[config.mk]
export PLATFORM = sky130hd
export DESIGN_NAME = gfau_sequencer
export DESIGN_NICKNAME = d
export VERILOG_FILES = /design/src/rtl/gfau_seq_pkg.sv /design/src/rtl/gfau_seq_regfile.sv /design/src/rtl/gfau_sequencer.sv
export SDC_FILE = /design/constraint.sdc
export NUM_CORES = 1
export LEC_CHECK = 0
export CAP_MARGIN = 5
export CORE_MARGIN = 5
export CORE_UTILIZATION = 62
export CTS_BUF_LIST = sky130_fd_sc_hd__clkbuf_16
export CTS_CLUSTER_SIZE = 40
export DETAILED_ROUTE_END_ITERATION = 10
export PLACE_DENSITY_LB_ADDON = 0.3
export SYNTH_ARGS = -nofsm -noshare
export SYNTH_HDL_FRONTEND = slang
export SYNTH_HIERARCHICAL = 1
export SYNTH_SLANG_ARGS = --single-unit
[constraint.sdc]
create_clock -name i_clk -period 22.6 [get_ports i_clk]
set_input_delay 2.26 -clock i_clk [delete_from_list [all_inputs] [get_ports i_clk]]
set_output_delay 2.26 -clock i_clk [all_outputs]
set_load 0.005 [all_outputs]
[src/rtl/gfau_seq_pkg.sv]
// Shared constants and types for the GFAU instruction sequencer:
// element width, op codes, FSM states and instruction field positions.
package gfau_seq_pkg;

    localparam int SIZE    = 33;
    localparam int INSTR_W = 11;

    localparam int OP_MSB   = 10;
    localparam int OP_LSB   = 9;
    localparam int DST_MSB  = 8;
    localparam int DST_LSB  = 6;
    localparam int SRC0_MSB = 5;
    localparam int SRC0_LSB = 3;
    localparam int SRC1_MSB = 2;
    localparam int SRC1_LSB = 0;

    typedef enum logic [1:0] {
        OP_ADD  = 2'd0,
        OP_SUB  = 2'd1,
        OP_MULT = 2'd2,
        OP_DIV  = 2'd3
    } gfau_op_e;

    typedef enum logic [1:0] {
        ST_IDLE  = 2'd0,
        ST_ISSUE = 2'd1,
        ST_WAIT  = 2'd2,
        ST_WB    = 2'd3
    } seq_state_e;

endpackage

[src/rtl/gfau_seq_regfile.sv]
// Operand register file: NREG x SIZE, one synchronous write port and
// three combinational read ports (src0, src1, host read).
module gfau_seq_regfile
    import gfau_seq_pkg::*;
#(
    parameter int SIZE = gfau_seq_pkg::SIZE,
    parameter int NREG = 8,
    parameter int AW   = $clog2(NREG)
) (
    input  logic            i_clk,
    input  logic            i_rst,
    input  logic            we,
    input  logic [AW-1:0]   waddr,
    input  logic [SIZE-1:0] wdata,
    input  logic [AW-1:0]   raddr_0,
    input  logic [AW-1:0]   raddr_1,
    input  logic [AW-1:0]   raddr_2,
    output logic [SIZE-1:0] rdata_0,
    output logic [SIZE-1:0] rdata_1,
    output logic [SIZE-1:0] rdata_2
);

    logic [SIZE-1:0] regs_q [NREG];
    logic [SIZE-1:0] regs_d [NREG];

    always_comb begin
        regs_d = regs_q;
        if (we) begin
            regs_d[waddr] = wdata;
        end
    end

    always_ff @(posedge i_clk or posedge i_rst) begin
        if (i_rst) begin
            for (int i = 0; i < NREG; i++) begin
                regs_q[i] <= '0;
            end
        end else begin
            regs_q <= regs_d;
        end
    end

    assign rdata_0 = regs_q[raddr_0];
    assign rdata_1 = regs_q[raddr_1];
    assign rdata_2 = regs_q[raddr_2];

endmodule

[src/rtl/gfau_sequencer.sv]
// Issues one field-arithmetic instruction at a time to the GFAU and writes the
// result back. Define GFAU_SEQ_TIMEOUT_EN to add the WAIT-state timeout.
//
// state | meaning
// IDLE  | ready for host writes or a new instruction
// ISSUE | operands latched, gfau_start pulsed
// WAIT  | operands held, waiting for gfau_done (or timeout)
// WB    | latched result written to reg[dst], op_done pulsed
module gfau_sequencer
    import gfau_seq_pkg::*;
#(
    parameter int SIZE    = gfau_seq_pkg::SIZE,
    parameter int NREG    = 8,
    parameter int TIMEOUT = 2047
) (
    input  logic                     i_clk,
    input  logic                     i_rst,
    input  logic [SIZE-1:0]          prime,
    input  logic                     instr_valid,
    output logic                     instr_ready,
    input  logic [INSTR_W-1:0]       instr_data,
    input  logic                     wr_en,
    input  logic [$clog2(NREG)-1:0]  wr_addr,
    input  logic [SIZE-1:0]          wr_data,
    input  logic [$clog2(NREG)-1:0]  rd_addr,
    output logic [SIZE-1:0]          rd_data,
    output logic                     busy,
    output logic                     op_done,
    output logic                     timeout_err,
    output logic [SIZE-1:0]          gfau_in_0,
    output logic [SIZE-1:0]          gfau_in_1,
    output logic [1:0]               gfau_op,
    output logic                     gfau_start,
    input  logic [SIZE-1:0]          gfau_result,
    input  logic                     gfau_done
);

    localparam int AW = $clog2(NREG);

    seq_state_e      state_q, state_d;
    gfau_op_e        op_q, op_d;
    logic [AW-1:0]   dst_q, dst_d;
    logic [SIZE-1:0] opa_q, opa_d;
    logic [SIZE-1:0] opb_q, opb_d;
    logic [SIZE-1:0] res_q, res_d;
    logic            terr_q, terr_d;

    logic            accept;
    logic            timeout_hit;
    logic            rf_we;
    logic [AW-1:0]   rf_waddr;
    logic [SIZE-1:0] rf_wdata;
    logic [SIZE-1:0] src0_data, src1_data;

    // The modulus goes straight to the GFAU; the sequencer never inspects it.
    logic unused_prime;
    assign unused_prime = ^prime;

    assign accept = instr_valid && instr_ready;

`ifdef GFAU_SEQ_TIMEOUT_EN
    localparam int TW = $clog2(TIMEOUT + 1);
    logic [TW-1:0] tmr_q, tmr_d;

    // Down-counter loaded in ISSUE so WAIT gets exactly TIMEOUT cycles.
    always_comb begin
        tmr_d = tmr_q;
        if (state_q == ST_ISSUE) begin
            tmr_d = TW'(TIMEOUT - 1);
        end else if (state_q == ST_WAIT && tmr_q != '0) begin
            tmr_d = tmr_q - 1'b1;
        end
    end

    always_ff @(posedge i_clk or posedge i_rst) begin
        if (i_rst) begin
            tmr_q <= '0;
        end else begin
            tmr_q <= tmr_d;
        end
    end

    assign timeout_hit = (state_q == ST_WAIT) && !gfau_done && (tmr_q == '0);
`else
    logic unused_timeout;
    assign unused_timeout = (TIMEOUT == 0);
    assign timeout_hit    = 1'b0;
`endif

    always_ff @(posedge i_clk or posedge i_rst) begin
        if (i_rst) begin
            state_q <= ST_IDLE;
        end else begin
            state_q <= state_d;
        end
    end

    always_comb begin
        state_d = state_q;
        case (state_q)
            ST_IDLE:  if (accept) state_d = ST_ISSUE;
            ST_ISSUE: state_d = ST_WAIT;
            ST_WAIT: begin
                if (gfau_done) begin
                    state_d = ST_WB;
                end else if (timeout_hit) begin
                    state_d = ST_IDLE;
                end
            end
            ST_WB:    state_d = ST_IDLE;
            default:  state_d = ST_IDLE;
        endcase
    end

    always_comb begin
        instr_ready = 1'b0;
        gfau_start  = 1'b0;
        op_done     = 1'b0;
        busy        = 1'b1;
        case (state_q)
            ST_IDLE: begin
                instr_ready = !wr_en;
                busy        = 1'b0;
            end
            ST_ISSUE: gfau_start = 1'b1;
            ST_WB:    op_done    = 1'b1;
            default:  ;
        endcase
    end

    // Operands are captured only at accept, which makes dst/src aliasing safe.
    always_comb begin
        op_d   = op_q;
        dst_d  = dst_q;
        opa_d  = opa_q;
        opb_d  = opb_q;
        res_d  = res_q;
        terr_d = terr_q;
        if (accept) begin
            op_d   = gfau_op_e'(instr_data[OP_MSB:OP_LSB]);
            dst_d  = AW'(instr_data[DST_MSB:DST_LSB]);
            opa_d  = src0_data;
            opb_d  = src1_data;
            terr_d = 1'b0;
        end
        if (state_q == ST_WAIT && gfau_done) begin
            res_d = gfau_result;
        end
        if (timeout_hit) begin
            terr_d = 1'b1;
        end
    end

    always_ff @(posedge i_clk or posedge i_rst) begin
        if (i_rst) begin
            op_q   <= OP_ADD;
            dst_q  <= '0;
            opa_q  <= '0;
            opb_q  <= '0;
            res_q  <= '0;
            terr_q <= 1'b0;
        end else begin
            op_q   <= op_d;
            dst_q  <= dst_d;
            opa_q  <= opa_d;
            opb_q  <= opb_d;
            res_q  <= res_d;
            terr_q <= terr_d;
        end
    end

    assign rf_we    = (state_q == ST_WB) || (state_q == ST_IDLE && wr_en);
    assign rf_waddr = (state_q == ST_WB) ? dst_q : wr_addr;
    assign rf_wdata = (state_q == ST_WB) ? res_q : wr_data;

    gfau_seq_regfile #(
        .SIZE (SIZE),
        .NREG (NREG),
        .AW   (AW)
    ) u_regfile (
        .i_clk   (i_clk),
        .i_rst   (i_rst),
        .we      (rf_we),
        .waddr   (rf_waddr),
        .wdata   (rf_wdata),
        .raddr_0 (AW'(instr_data[SRC0_MSB:SRC0_LSB])),
        .raddr_1 (AW'(instr_data[SRC1_MSB:SRC1_LSB])),
        .raddr_2 (rd_addr),
        .rdata_0 (src0_data),
        .rdata_1 (src1_data),
        .rdata_2 (rd_data)
    );

    assign gfau_in_0   = opa_q;
    assign gfau_in_1   = opb_q;
    assign gfau_op     = op_q;
    assign timeout_err = terr_q;

endmodule

==> Yosys cells after proc, flatten, opt, wreduce, memory -nomap -nowiden <==
Cells that the tools add are included.
{ "totals": {"ff_bits": 370, "inputBits": 121, "output_inout_bits": 106, "word_cells": 57} }
{ "classes": {"magnitude_cmp": 5, "eq_ne": 5, "mux": 21, "n_bitwise": 4, "reduce_logical": 8} }
{ "ops": {"columns": ["operator", "count"], "rows": [
  ["$bmux 33 s3", 3],
  ["$bwmux 264", 1],
  ["$mux 33", 8],
  ["$demux 33 s3", 1],
  ["$ge 4x4->1 const B", 4],
  ["$not 3->4", 4],
  ["$pmux 2 s4", 1],
  ["$eq 2x2->1 const B", 2],
  ["$logic_and 1x1->1", 4],
  ["$lt 4x1->1 const B", 1],
  ["$mux 1", 4],
  ["$mux 2", 2],
  ["$ne 2x2->1 const B", 2],
  ["$mux 3", 1],
  ["$eq 2x1->1 const B", 1],
  ["$logic_not 2->1", 1],
  ["$reduce_and 2->1", 1],
  ["$logic_not 1->1", 1],
  ["$logic_or 1x1->1", 1]
]} }

==> Logic depth before layout (Yosys ltp) <==
{ "depth": {"depth_word": 8, "depth_mapped": 9, "ltp_nobuf": 5} }

==> By module <==
The synthesis kept the hierarchy.
{ "modules_own_cells": {"columns": ["module", "instances", "cells_per_inst", "area_each_um2", "seq_area_each_um2"], "rows": [
  ["gfau_seq_regfile", 1, 919, 15802.7, 6606.3],
  ["gfau_sequencer", 1, 279, 4823.4, 2652.5]
]} }

==> Least setup slack after synthesis <==
No wires, ideal clock.
{ "synth_path": {"path_type": "input port to output port", "startpoint": "input rd_addr[2]", "endpoint": "output rd_data[0]", "t_arrival_ps": 3353, "required_time_ps": 20340, "setup_slack_ps": 16987, "stages": 4, "n_path_buf": 2, "path_cell_list": "buf_6 > buf_6 > mux4_2 > mux2_2"} }
{ "synth_between": {"elab_chain_cells": 4} }
{ "synth_lines": {"columns": ["element", "line", "rtl"], "rows": [
  ["start: declaration", "gfau_sequencer.sv:25", "input logic [$clog2(NREG)-1:0] rd_addr,"],
  ["$not 3->4 (implied by the code)", "gfau_seq_regfile.sv:45", "assign rdata_2 = regs_q[raddr_2];"],
  ["$bmux 33 s3", "gfau_seq_regfile.sv:45", null],
  ["$mux 33 (implied by the code) (2 in a row)", "gfau_seq_regfile.sv:45", null],
  ["end: declaration", "gfau_sequencer.sv:26", "output logic [SIZE-1:0] rd_data,"]
]} }
No other way between the ends. The select of a mux whose other input is x is not followed.

==> Final worst setup path <==
{ "layout_path": {"startpoint": "input rd_addr[2]", "endpoint": "output rd_data[20]"} }
The elaborated chain is that of the path after synthesis.

==> results_dict.tcl <==
set metrics [dict create \
    start_util_pct 63.07 \
    mostFrequentLayoutCells "dfrtp_1 (370), mux2_2 (304), mux4_2 (189), clkdlybuf4s50_1 (183), mux2_1 (130)" \
    dp_hpwl_um 29370 \
    area_growth_syn_to_layout_pct 15.55 \
    p_seq_share_pct 39.6 \
    path_class "input pin to output pin" \
    skew_ns 0.01872 \
    cts_root_buf "clkbuf_16" \
    setup_ws_ns 15.50 \
    cell_internal_pwr_w 0.002212 \
    pwr-share-comb_pct 40.5 \
    critPathLaunchType "input pin" \
    gp_congestion 0.8205 \
    grt_overflow_total 0 \
    hold_start "res_q[15]" \
    vias 12130 \
    powerDensity_mw_per_mm2 133.6 \
    required_ns 20.34 \
    hold_violations 0 \
    port_buffers 192 \
    power_leakage_nw 10.09 \
    finalSetupTns_ns 0 \
    viasPerCell 6.653 \
    worst_ep_arrival_time_ns 4.84 \
    avgSynthCellArea_um2 17.22 \
    ys_top_cells_by_area "dfrtp_1 (45%), mux4_2 (21%), mux2_2 (17%), mux2_1 (7.1%), mux2_4 (5.1%)" \
    drive_above_1_share_pct 47.72 \
    r2r_start "state_q[0]" \
    synth_area_leader_cell "dfrtp_1" \
    endpoint_kind "output pin" \
    min_path_type "flop to flop" \
    cts_tree "done" \
    tightest_slew_ns 1.265 \
    htreeDepth 2 \
    drt_iter0_markers 724 \
    die_w_um 192.4 \
    cts.repair.resized 0 \
    slew_headroom_pct 15.52 \
    die_y_um 192.4 \
    place_area_mm2 0.02257 \
    setup.worst_path.start "rd_addr[2]" \
    path_clk_slew_ns 0.05 \
    row_count 66 \
    postSynthCellCount 1198 \
    synth_top_area_share_pct 44.89 \
    yosysUniqueCellTypes 29 \
    cpMostUsedCell "buf_4" \
    clock_path_buffers 3 \
    cts_setup_buffers 0 \
    grt_usage_pct 27.61 \
    nets 1478 \
    ios 227 \
    grt_max_degree 126 \
    numCtsBuffers 41 \
    power_switching_w 0.0009723 \
    drv_slew 0 \
    status "finished, final reports clean" \
    p_sw_share_pct 30.54 \
    worstPathBufferInverterCount 3 \
    drc 0 \
    critical_path.top_delay_family "buffers and inverters" \
    die_area_mm2 0.03702 \
    slowest_stage "buf_4" \
    critPathMaxStageDelay_ns 0.75 \
    dp_slack_ns 15.46 \
    drt-total-wl_um 49730 \
    clock.fmax_mhz 140.8 \
    ys_ff_latch 370 \
    first_global_vias 13140 \
    antenna_cells 0 \
    postCtsHoldBufs 0 \
    grt_pass1_wl_um 78200 \
    finalSetupViolations 0 \
    fin_crit_sh_pct 31.43 \
    fin_area_mm2 0.02383 \
    worstPathCellList "buf_4 -> buf_4 -> mux4_2 -> mux2_2 -> clkdlybuf4s50_1" \
    routedWlPerCell_um 27.28 \
    synth_seq_area_share_pct 44.89 \
    drtPass1Iterations 5 \
    netlist_area_mm2 0.02063 \
    cp_max_fo 44 \
    drv_cap 0 \
    power_frac_clock_pct 19.9 \
    design.core.area_mm2 0.03270 \
    ant_nets 0 \
    yosysWarnings 6 \
    layout_commonest_cell "dfrtp_1" \
    period_needed_ns 7.104 \
    insertion_delay_ns 0.53 \
    grt_antenna_before_repair 0 \
    synth_fp_nets 1323 \
    rsz0062_at_grt "no" \
    peakVddDrop_mv 0.08119 \
    cts.sinks 370 \
]
[cell type report]
type	count	area, um2
multi-input cells	723	10690
clock buffers	41	1026
inverters	5	28.78
flip-flops and latches	370	9259
repair buffers	212	2042
clock inverters	30	237.7
well taps	442	553.0
fillers	2076	8867
[state kept, by name, indices dropped and copies added (netlist names)]
signal / flops
u_regfile/regs_q: 264
state_q: 2
res_q: 33
gfau_in_1: 33
gfau_op: 2
gfau_in_0: 33
dst_q: 3
[power groups by stage]
| stage | registers (W) | logic (W) | clock network, W |
|---|---|---|---|
| after floorplan | 0.00117 | 0.000914 | 0 |
| after global placement | 0.00123 | 0.00125 | 0 |
| after detailed placement | 0.00126 | 0.00129 | 0 |
| after CTS | 0.00125 | 0.00130 | 0.000646 |
| after global routing | 0.00130 | 0.00137 | 0.000677 |
| final | 0.00126 | 0.00129 | 0.000635 |
[path summary, 6_finish.rpt]
check                                         to  slack [ns]  cells after the start
min in group asynchronous              res_q[20]        2.35                      2
max                                  rd_data[20]       15.50                      5
max reg2reg                u_regfile/regs_q[172]       18.33                      6
min reg2reg                            res_q[15]        0.50                      1
max in group asynchronous  u_regfile/regs_q[173]       17.89                      4
min                                    res_q[15]        0.50                      1
[layer usage]
metal	wire length (um)	vias up	global-route usage, %
met5	0	-	0
li1	-	5039	-
met3	2615	92	4.161
met4	1323	0	8.064
met2	25460	425	46.27
met1	20320	6572	38.15
[metrics by stage]
step | power [W] | hold WS (ns) | util, % | std cells
2_1_floorplan | 0.002085 | 0.4737 | - | 1198
3_3_place_gp | 0.002483 | 0.4809 | 69.02 | 1752
3_5_place_dp | 0.002545 | 0.4870 | 69.02 | 1752
4_1_cts | 0.003198 | 0.5021 | 72.88 | 1823
5_1_grt | 0.003353 | 0.5169 | 72.88 | 1823
6_report | 0.003184 | 0.4993 | 72.88 | 1823
[logic make-up (layout without fill, tap and decap cells)]
kind of cell / Yosys count / count (layout) / synth area share (%)
flip-flops: 370 / 370 / 44.89
AO/OA/AOI/OAI: 3 / 3 / 0.1092
adder cells (fa/ha/maj): 4 / 4 / 0.2427
AND/OR/NAND/NOR: 13 / 13 / 0.6431
other: 1 / 1 / 0.01818
multiplexers: 702 / 702 / 50.56
buffers and inverters: 105 / 288 / 3.537
[cells in the mapped netlist, drive strengths merged]
master	number
a21o	1
a21oi	1
o22a	1
nand4	1
clkbuf	11
dfrtp	370
conb	1
nand4b	3
inv	5
mux2	504
and2b	1
nor4b	1
ha	4
nor2b	1
nand2	2
nor4bb	3
buf	89
mux4	198
nand2b	1
[worst register-to-register path, stage by stage, from the launching register on]
cell      delay [ns]
dfrtp_1         0.40
ha_2            0.64
buf_4           0.51
mux2_2          0.52
nor4bb_4        1.10
buf_4           0.58
mux2_1          0.39
(Power assumes the default switching activity.)
